--- src/rtl/from8bit.sv ---
// from8bit: byte-stream deserializer reassembling 8/16/32-bit words from an MSB-first byte stream
module from8bit (
   input  logic        clk,
   input  logic        rst,
   input  logic        enb,
   input  logic [7:0]  dataIn,
   input  logic [1:0]  dataS,
   output logic [7:0]  dataOut,
   output logic [15:0] dataOut16,
   output logic [31:0] dataOut32,
   output logic        valid8,
   output logic        valid16,
   output logic        valid32,
   output logic        dropErr
);
   logic [1:0]  cnt;
   logic [1:0]  mode_q;
   logic [23:0] acc;
   logic        chg;
   logic [1:0]  cur;
   logic [1:0]  last;
   logic        done;
   // A mode change restarts the word at byte 0; the reserved mode never completes a word
   always_comb begin
      chg  = dataS != mode_q;
      cur  = chg ? 2'd0 : cnt;
      last = dataS == 2'b00 ? 2'd0 : dataS == 2'b01 ? 2'd1 : 2'd3;
      done = dataS != 2'b11 && cur == last;
   end
   // Byte accumulation, word completion and one-cycle strobes
   always_ff @(posedge clk or negedge rst) begin
      if (!rst) begin
         cnt       <= 2'd0;
         mode_q    <= 2'b00;
         acc       <= 24'd0;
         dataOut   <= 8'd0;
         dataOut16 <= 16'd0;
         dataOut32 <= 32'd0;
         valid8    <= 1'b0;
         valid16   <= 1'b0;
         valid32   <= 1'b0;
         dropErr   <= 1'b0;
      end else begin
         valid8  <= 1'b0;
         valid16 <= 1'b0;
         valid32 <= 1'b0;
         dropErr <= 1'b0;
         if (enb) begin
            mode_q  <= dataS;
            dropErr <= chg && cnt != 2'd0;
            if (dataS == 2'b11) begin
               cnt <= 2'd0;
            end else if (done) begin
               cnt <= 2'd0;
               if (dataS == 2'b00) begin
                  dataOut <= dataIn;
                  valid8  <= 1'b1;
               end else if (dataS == 2'b01) begin
                  dataOut16 <= {acc[7:0], dataIn};
                  valid16   <= 1'b1;
               end else begin
                  dataOut32 <= {acc[23:0], dataIn};
                  valid32   <= 1'b1;
               end
            end else begin
               cnt <= cur + 2'd1;
               acc <= {(cur == 2'd0 ? 16'd0 : acc[15:0]), dataIn};
            end
         end
      end
   end
endmodule

--- config.mk ---
export PLATFORM = sky130hd
export DESIGN_NAME = from8bit
export DESIGN_NICKNAME = d
export VERILOG_FILES = /design/src/rtl/from8bit.sv
export SDC_FILE = /design/constraint.sdc
export NUM_CORES = 1
export LEC_CHECK = 0
export BUFFER_PORTS_ARGS = -buffer_cell sky130_fd_sc_hd__buf_2
export CAP_MARGIN = 0
export CORE_ASPECT_RATIO = 0.5
export CORE_MARGIN = 10
export CORE_UTILIZATION = 25
export DETAILED_ROUTE_END_ITERATION = 8
export PLACE_DENSITY_LB_ADDON = 0.2
export SYNTH_ARGS = -nofsm -noshare
export SYNTH_HDL_FRONTEND = slang
export SYNTH_SLANG_ARGS = --single-unit
--- constraint.sdc ---
create_clock -name clk -period 3.7 [get_ports clk]
set_input_delay 0.555 -clock clk [delete_from_list [all_inputs] [get_ports clk]]
set_output_delay 0.555 -clock clk [all_outputs]
set_load 0.01 [all_outputs]
Word-level counts from Yosys, hierarchy flattened
Index checks and enable logic that the tools add are counted.
{"block": "totals", "ff_bits": 88, "output_inout_bits": 60, "elab_cells": 50}
{"block": "op_classes", "add_sub_neg": 1, "n_eq_ne": 5, "mux": 21, "bitwise": 4, "reduce_logical": 9}
{"op": "two-way mux 16 bit", "n": 1}
{"op": "two-way mux 1 bit", "n": 15}
{"op": "two-way mux 2 bit", "n": 5}
{"op": "AND reduction 5 bit", "n": 2}
{"op": "zero test 2 bit", "n": 2}
{"op": "NOT 1 bit", "n": 4}
{"op": "AND reduction 4 bit", "n": 1}
{"op": "AND reduction 3 bit", "n": 1}
{"op": "adder 2 x 1 -> 2 bit (second input constant)", "n": 1}
{"op": "== test 2 x 1 -> 1 bit (second input constant)", "n": 1}
{"op": "== test 2 bit", "n": 1}
{"op": "== test 2 bit (second input constant)", "n": 1}
{"op": "logical AND 1 bit", "n": 2}
{"op": "inequality test 2 bit", "n": 1}
{"op": "inequality test 2 bit (second input constant)", "n": 1}
{"op": "nonzero test 2 bit", "n": 1}

Logic depth before layout (Yosys ltp)
Gate-level depths: netlist of the first run.
{"block": "depth", "ltp_word": 8, "ltp_mapped": 7, "depth_no_buf": 6}

Worst setup path after synthesis of the first run
No wires, ideal clock.
{"block": "synth_timing", "path_type": "input-to-reg", "from": "in dataS[1]", "to": "reg dataOut32[19]", "setup_ps": 125, "arrival_ps": 2194, "path_slack_ps": 1382, "path_stages": 6, "path_buffers": 1, "cell_sequence": "inv_1 ha_1 or4b_4 o21ai_2 buf_6 mux2_2"}
{"block": "synth_via", "elab_chain_cells": 6, "word_cells_on_any_way": 14}
{"item": "start: declaration", "line": "7", "text": "input logic [1:0] dataS,"}
{"item": "== test 2 x 1 -> 1 bit", "line": "27, 58"}
{"item": "two-way mux 2 bit (2 in a row)", "line": "27", "text": "last = dataS == 2'b00 ? 2'd0 : dataS == 2'b01 ? 2'd1 : 2'd3;"}
{"item": "== test 2 bit", "line": "28", "text": "done = dataS != 2'b11 && cur == last;"}
{"item": "logical AND 1 bit", "line": "28"}
{"item": "AND reduction 5 bit (no source line) (*)"}
{"item": "end signal: assignment", "line": "62", "text": "dataOut32 <= {acc[23:0], dataIn};"}
{"item": "end: declaration", "line": "10", "text": "output logic [31:0] dataOut32,"}
Mark *: on every way between the ends. The rest lies on a longest branch, timed or not.
A chain may end at the register's enable or synchronous reset.

Final worst setup path of the first run
{"block": "layout_timing", "from": "in dataS[0]", "to": "reg dataOut32[30]"}
Same word-level chain as after synthesis.

==> run summary, run 1 <==
CP Launch Point: dataS[0]
CP max FO: 29
RSZ-0062 raised after global routing: no
Synth Area per Inst: 15.5 um^2
Clock skew: 8.99 ps
Worst-margin pin slew: 950 ps
Via count: 2099
Worst setup SP type: primary input
Critical path type: in2reg
Seq/Total Area, Yosys: 61.0%
Grt ovf: 0
Die extent in x: 190 um
Antenna Cells: 0
CTS buffer count: 9
Clock sink count: 88
Async S/R FF share, synth: 100%
CP arrival: 2670 ps
Pwr/cell area: 611 nW/um^2
Ranking of synthesized cells by area: dfrtp_1, mux2_2, nor2b_1
Design Area, Final: 4440 um^2
Max transition margin: 36.7%
Post-cts repair resize count: 0
Req. time, crit path: 3920 ps
Synth Flop Type: dfrtp_1
Fin cells: 507
Post-route ant nets: 0
CTS root buf: clkbuf_16
Netlist cell types: 28
Setup bufs post-CTS: 0
I/O pins: 73
Final max-slew violation count: 0
Area occupied by multi-input gates: 1320 um^2
Post-Syn Instances: 233
Area grow syn2layout: 23.0%
Commonest cells post-synth: dfrtp_1, mux2_2, nor2b_1
H-Tree Depth: 3
Critical path buffers and inverters: 3
Initial DRC Count: 105
CTS tree: built
Max incr delay on CP: 610 ps
Tmin final: 2450 ps
Die height: 105 um
Family with the most delay on the worst path: buffers and inverters
Final TNS setup: 0 ps
Vias in the first global route: 2279
Hold Buf Count CTS: 0
Top-count cell post-synth: dfrtp_1
Vias/cell: 4.14
Clock Latency Late Sink: 340 ps
Max Cap Viol: 0
Core Area: 13900 um^2
Area occupied by registers: 2200 um^2
Wire per inst: 15.8 um
Die Area: 19900 um^2
Placed cells: 492
Final Hold Viols: 0
Drt drc: 0
Outcome: completed
R2r startpoint: mode_q[1]
Min-delay worst type: in2async
Clock transition at path regs: 60 ps
Final Util: 32.0%
GR Util All Layers: 8.29%
Starting Density: 26.1%
Post-synth top area share: 61.0%
Setup violations, final: 0
Highest-delay cell along the critical path: or4b_4
Drt total wl: 7990 um
First-pass GRT wire length: 13100 um
F_max: 409 MHz
Final Cycle Share: 66.1%
# fillers: 1383
Post-synth EDFFs: 0
Max VDD drop: 0.207 mV
GP Congestion: 0.685
DP Area: 4170 um^2
CP Capture Type: flop
Lkg Pwr: 0.00217 uW
Initial antenna violation count: 0
CP Cell Sequence: buf_2 > inv_1 > ha_1 > or4b_4 > o21ai_4 > buf_4 > mux2_2
Share of layout cells above drive strength 1: 54.6%
Nets: 329
Number of I/O port buffers: 72
WHS: 355 ps
Synth warn: 0
Pre-antenna DRT Iters: 4
Flops & latches, synth: 88
Post-Syn Area: 3610 um^2
Final HPWL from detailed placement: 5720 um
Mapped Nets: 251
Largest net degree at the start of global routing: 76
Yosys top cell by area: dfrtp_1
Clock Path Buffers: 2
Num rows: 30
-- state kept, by name, indices dropped and copies added (netlist names), 2 cells and up --
name,count
dataOut32,32
cnt,2
acc,24
mode_q,2
dataOut16,16
dataOut,8
-- kinds of logic (layout without fill, tap and decap cells) --
logic type / count (synthesis) / in the layout / share of synthesized area, %
simple gates: 33 / 33 / 5.62
buf+inv: 13 / 95 / 2.63
fa+ha+maj: 5 / 5 / 1.73
xor+xnor: 3 / 3 / 0.728
compound gates: 9 / 9 / 2.67
mux: 82 / 82 / 25.6
flops: 88 / 88 / 61.0
-- area by class of cell --
class	count	area share, %
Sequential cell	88	49.6
Multi-Input combinational cell	132	29.7
Clock buffer	11	5.47
Clock inverter	4	0.677
Timing Repair Buffer	75	8.68
Tap cell	192	5.41
Inverter	5	0.423
-- metal layers --
metal / share of wire, % / global-route usage (%) / up-vias
met5: 0 / 0 / -
li1: - / - / 968
met4: 1.2 / 3.21 / 0
met1: 43 / 9.63 / 1091
met2: 52 / 13.9 / 33
met3: 4.2 / 2.75 / 7
-- where the power goes --
part	switching, uW	internal (uW)	leakage (uW)
combinational	292	299	0.000897
clock	365	472	0.000132
sequential	114	1170	0.00114
-- final timing paths --
kind / end / slack (ps) / depth (start not counted)
min in group clk: dataOut16[8] / 480 / 1
worst max-delay path: dataOut32[30] / 1250 / 7
worst min-delay path: mode_q[0] / 360 / 1
max in group asynchronous: dataOut32[5] / 2550 / 2
worst max register to register: dataOut32[30] / 1370 / 5
worst min register to register: dataOut16[8] / 480 / 1
-- placed cells by master, fill, tap and decap left out --
| cell | n |
|---|---|
| buf_2 | 71 |
| nor2b_1 | 17 |
| clkinv_2 | 1 |
| dfrtp_1 | 88 |
| nor4bb_1 | 1 |
| buf_4 | 4 |
| a31oi_4 | 1 |
| inv_6 | 1 |
| nand2_1 | 4 |
| clkbuf_16 | 9 |
| a32o_1 | 1 |
| clkbuf_8 | 1 |
| and3_1 | 2 |
| o21ai_0 | 2 |
| xor2_1 | 2 |
| mux2_1 | 4 |
| o2bb2ai_1 | 1 |
| o311ai_0 | 1 |
| mux2_2 | 78 |
| clkinvlp_4 | 1 |
| nand3_1 | 1 |
| o31ai_1 | 1 |
| o21ai_4 | 1 |
| clkbuf_1 | 1 |
| nor2_1 | 3 |
| nor3_1 | 1 |
| ha_1 | 5 |
| o211ai_4 | 1 |
| or4_4 | 1 |
| nand2b_1 | 2 |
| or4b_4 | 1 |
| inv_1 | 5 |
| clkinv_4 | 1 |
| xnor2_1 | 1 |
-- per-stage QoR --
stage	setup slack [ps]	power [uW]
CTS	1240	2770
global route	1110	2870
global placement	943	1900
finish	1250	2710
floorplan	1380	1610
detailed placement	880	1920
Note: power is estimated with default switching activity, not from simulation.
==> run 2: changes to the inputs <==
- clock period: 3.7 -> 2.3 ns (I/O delays scaled with it)
==> run 2 against run 1 <==
Design area increased by 3.6%. Core utilization increased by 1.2 points. Sequential share of layout area shrank 1.7 points. Via count increased by 1.8%. Clock skew decreased by 1.6 ps. Power increased by 67%. Critical path depth shrank 2. Combinational power is 66% higher. Worst setup slack worse by 1100 ps. First-iteration DRC count is 5.7% lower.
==> run summary, run 2 (synthesis gave the netlist of run 1 again) <==
CTS buffer count: 9
CP arrival: 2320 ps
Hold Buf Count CTS: 0
Nets: 338
Number of I/O port buffers: 72
GR Util All Layers: 8.53%
Pwr/cell area: 984 nW/um^2
Most frequent cells in the layout: dfrtp_1, mux2_2, buf_2
Vias in the first global route: 2366
Largest reg by FF count: dataOut32
Final HPWL from detailed placement: 6070 um
Vias/cell: 4.14
Starting Density: 26.1%
Max VDD drop: 0.330 mV
Req. time, crit path: 2510 ps
Final Cycle Share: 91.7%
Pre-antenna DRT Iters: 3
R2R Setup Slk: 190 ps
Clock skew: 7.36 ps
Max Cap Viol: 0
Via count: 2136
Final max-slew violation count: 0
Largest net degree at the start of global routing: 55
Largest register FFs: 32
Area occupied by registers: 2200 um^2
Post-route ant nets: 0
Antenna Cells: 0
Fin cells: 516
Reg2Reg Depth: 5
Clock sink count: 88
CP Cell Sequence: xor2_1 > or4b_4 > o21ai_4 > buf_12 > mux2_2
DP Area: 4300 um^2
Min-delay worst type: in2async
Share of layout cells above drive strength 1: 56.2%
Outcome: completed
Lkg Pwr: 0.00225 uW
Worst slack, placed: -73.7 ps
I/O pins: 73
CTS root buf: clkbuf_16
CP Launch Point: mode_q[1]
Max transition margin: 52.9%
R2r startpoint: mode_q[1]
Post-layout worst setup margin: 190 ps
H-Tree Depth: 3
Clock Latency Late Sink: 330 ps
RSZ-0062 raised after global routing: no
First-pass GRT wire length: 13400 um
CTS tree: built
Final Hold Viols: 0
Design Area, Final: 4600 um^2
Worst setup SP type: flop
Drt drc: 0
Area grow syn2layout: 27.5%
Wire per inst: 15.8 um
GP Congestion: 0.665
Highest-delay cell along the critical path: or4b_4
Clock Path Buffers: 2
Die extent in x: 190 um
Die Area: 19900 um^2
# fillers: 1382
Max incr delay on CP: 590 ps
Worst-margin pin slew: 706 ps
Num rows: 30
Die height: 105 um
Worst Setup EP: dataOut32[23]
Drt total wl: 8140 um
Critical path type: reg2reg
Placed cells: 501
Largest regs: dataOut32 x32, acc x24, dataOut16 x16
Tmin final: 2110 ps
F_max: 474 MHz
CP max FO: 17
Initial DRC Count: 99
Setup violations, final: 0
Area occupied by multi-input gates: 1320 um^2
Final TNS setup: 0 ps
Core Area: 13900 um^2
Clock transition at path regs: 60 ps
Grt ovf: 0
CP Capture Type: flop
Most common cell after layout, fill and taps aside: dfrtp_1
Post-cts repair resize count: 0
Initial antenna violation count: 0
Setup bufs post-CTS: 0
RR Endpoint: dataOut32[23]
[run 2: worst min path at each step]
stage | endpoint | slack [ps] | cells after the start
3_3_place_gp | dropErr | 430 | 1
3_5_place_dp | dropErr | 450 | 1
5_1_grt | dataOut32[16] | 110 | 1
6_report | dataOut32[16] | 70 | 1
4_1_cts | acc[16] | 80 | 1
2_1_floorplan | acc[0] | 50 | 0
[run 2: critical path, delay by kind of cell (launching register included)]
kind,cells,cell delay (ps)
flip-flops,1,390
buffers and inverters,1,190
multiplexers,1,340
AO/OA/AOI/OAI,1,260
AND/OR/NAND/NOR,1,590
XOR/XNOR,1,210
[run 2: where the power goes]
group | leakage, uW | switching (uW) | internal (uW)
sequential | 0.00114 | 184 | 1880
clock | 0.000148 | 586 | 897
combinational | 0.000961 | 481 | 498
total | 0.00225 | 1250 | 3270
[run 2: stage by stage]
step	hold slack, ps	utilization (%)	power, uW
6_report	69.0	33.2	4530
2_1_floorplan	49.4	-	2600
3_5_place_dp	449	31.0	3120
3_3_place_gp	433	31.0	3090
5_1_grt	105	33.2	4810
4_1_cts	83.2	33.2	4640
[run 2: final cells by class]
type	count	share of cell area [%]
sequential	88	47.9
multi-input combinational	132	28.7
timing repair buffer	84	11.2
clock buffer	11	5.50
tap	192	5.22
clock inverter	4	1.12
inverter	5	0.408
[run 2: metal layers]
metal,vias up,wire [um],global-route usage (%)
li1,994,-,-
met1,1106,3530,10.1
met2,29,4200,14.1
met3,7,312,2.75
met4,0,94,3.38
met5,-,0,0
==> run 3: changes to the inputs <==
- ABC_AREA: not set -> 1
==> run 3 against run 2 <==
Combinational power fell by 25%. Synthesized area is 5.6% higher. First-iteration DRC count is 120% higher. Critical path type unchanged. Register-to-register slack better by 220 ps. Design area up 2.0%. Power fell by 11%. Non-clock buffer count rose by 5. Clock-buffer cell count up 1. Synthesized cell count up 77%. Routed wire length is 35% higher. Largest power group unchanged. Sequential cell count did not move.
==> run summary, run 3 <==
Grt ovf: 0
Final TNS setup: 0 ps
Placed cells: 670
Clock skew: 3.77 ps
Largest register FFs: 32
F_max: 528 MHz
Starting Density: 25.9%
Yosys top cell by area: dfrtp_1
Top-count cell post-synth: nand2_1
Seq pwr share: 47.8%
Netlist cell types: 22
Gate power share: 18.2%
Internal power: 2820 uW
Drt total wl: 11000 um
Die Area: 20900 um^2
Clock sink count: 88
DP Area: 4410 um^2
Lkg Pwr: 0.00254 uW
Die extent in x: 195 um
RSZ-0062 raised after global routing: no
Final max-slew violation count: 0
Commonest cells post-synth: nand2_1, dfrtp_1, nand4_1
Ranking of synthesized cells by area: dfrtp_1, nand2_1, nand4_1
Critical path type: reg2reg
Post-synth top area share: 57.8%
Switching part of the total power: 29.9%
First-pass GRT wire length: 17700 um
Nets: 502
Pwr/cell area: 857 nW/um^2
Post-Syn Area: 3810 um^2
Most frequent cells in the layout: nand2_1, dfrtp_1, buf_2
Tmin final: 1890 ps
Die height: 107 um
Flops & latches, synth: 88
Final HPWL from detailed placement: 7770 um
GP Congestion: 0.751
Most common cell after layout, fill and taps aside: nand2_1
Via count: 3038
Setup violations, final: 0
Max transition margin: 69.6%
Synth warn: 0
Drt drc: 0
Largest reg by FF count: dataOut32
Antenna Cells: 0
CTS tree: built
Final Hold Viols: 0
Worst-margin pin slew: 456 ps
Wire per inst: 16.1 um
Clock Path Buffers: 2
CTS root buf: clkbuf_16
Area occupied by registers: 2200 um^2
Vias/cell: 4.43
Max VDD drop: 0.323 mV
Seq/Total Area, Yosys: 57.8%
Mapped Nets: 430
Fin cells: 686
Synth Flop Type: dfrtp_1
Initial DRC Count: 218
Initial antenna violation count: 0
Area occupied by multi-input gates: 1380 um^2
GR Util All Layers: 10.5%
CP Capture Type: flop
Core Area: 14700 um^2
Outcome: completed
Max Cap Viol: 0
Largest net degree at the start of global routing: 41
CP max FO: 40
Clock power frac: 33.9%
Clock transition at path regs: 60 ps
Synth Area per Inst: 9.25 um^2
Vias in the first global route: 3059
# fillers: 1538
Req. time, crit path: 2510 ps
Final Cycle Share: 82.4%
Net Sw Power: 1200 uW
Share of layout cells above drive strength 1: 23.4%
Largest regs: dataOut32 x32, acc x24, dataOut16 x16
Pre-antenna DRT Iters: 4
CTS buffer count: 9
I/O pins: 73
Post-synth EDFFs: 0
Post-Syn Instances: 412
Clock Latency Late Sink: 330 ps
Post-route ant nets: 0
H-Tree Depth: 3
Async S/R FF share, synth: 100%
Area grow syn2layout: 23.2%
Num rows: 31
Design Area, Final: 4690 um^2
Min-delay worst type: in2reg
Number of I/O port buffers: 72
Worst setup SP type: flop
CP arrival: 2110 ps
[run 3: cells by family after synthesis]
logic type | share of synthesized area (%)
DFF | 57.8
xor gates and xnor gates | 0.427
and+or+nand+nor | 31.2
AOI/OAI and AO/OA | 2.86
buffers and inverters | 6.04
adders and majority gates | 1.64
[run 3: worst paths after layout]
kind	startpoint	end	slack, ps	depth (start not counted)
worst max-delay path	mode_q[0]	acc[8]	410	10
min in group asynchronous	rst	valid32	500	2
worst min register to register	dataOut32[27]	dataOut32[27]	470	2
max in group asynchronous	rst	dataOut16[4]	1150	3
worst min-delay path	enb	cnt[0]	260	2
worst max register to register	mode_q[0]	acc[8]	410	10
[run 3: layer usage]
| metal | vias to the layer above | global-route usage (%) | wire, um |
|---|---|---|---|
| li1 | 1521 | - | - |
| met1 | 1465 | 14.3 | 5470 |
| met2 | 45 | 16.1 | 4900 |
| met3 | 7 | 3.17 | 565 |
| met4 | 0 | 2.46 | 92 |
| met5 | - | 0 | 0 |
[run 3: worst max-delay path: stages, from the launching register on]
cell,delay (ps)
dfrtp_1,410
xnor2_2,350
nand3_2,170
nand2_1,100
nand2_1,60
nand2_2,90
buf_4,200
nand2_2,80
buf_12,170
nand2_1,70
o21ai_0,70
[run 3: area by class of cell]
class / count / share of cell area (%)
Tap cell: 198 / 5.28
Timing Repair Buffer: 89 / 11.6
Clock inverter: 3 / 0.373
Clock buffer: 12 / 5.47
Sequential cell: 88 / 46.9
Inverter: 13 / 1.04
Multi-Input combinational cell: 283 / 29.4
[run 3: power groups by stage]
stage                     logic, uW  registers, uW  clock network (uW)
after floorplan                 308           2000                   0
after global placement          758           1950                   0
after detailed placement        756           1950                   0
after CTS                       759           1930                1410
after global routing            832           1950                1470
final                           733           1920                1360
[run 3: timing repair]
action / 4_1_cts / 5_1_grt
hold buffers: 1 / 0
endpoints found under the setup margin: 0 / 0
setup buffers: 0 / 0
hold endpoints to repair: 31 / 0
gates resized for setup: 0 / 0
[run 3: stage by stage]
step / total power [uW] / hold WS, ps / utilization [%] / worst slack (ps)
final: 4020 / 256 / 31.9 / 406
after global routing: 4260 / 261 / 31.9 / 282
after CTS: 4100 / 248 / 31.9 / 404
after detailed placement: 2710 / 333 / 30.0 / 226
after global placement: 2710 / 333 / 30.0 / 261
after floorplan: 2310 / 49.4 / - / 537
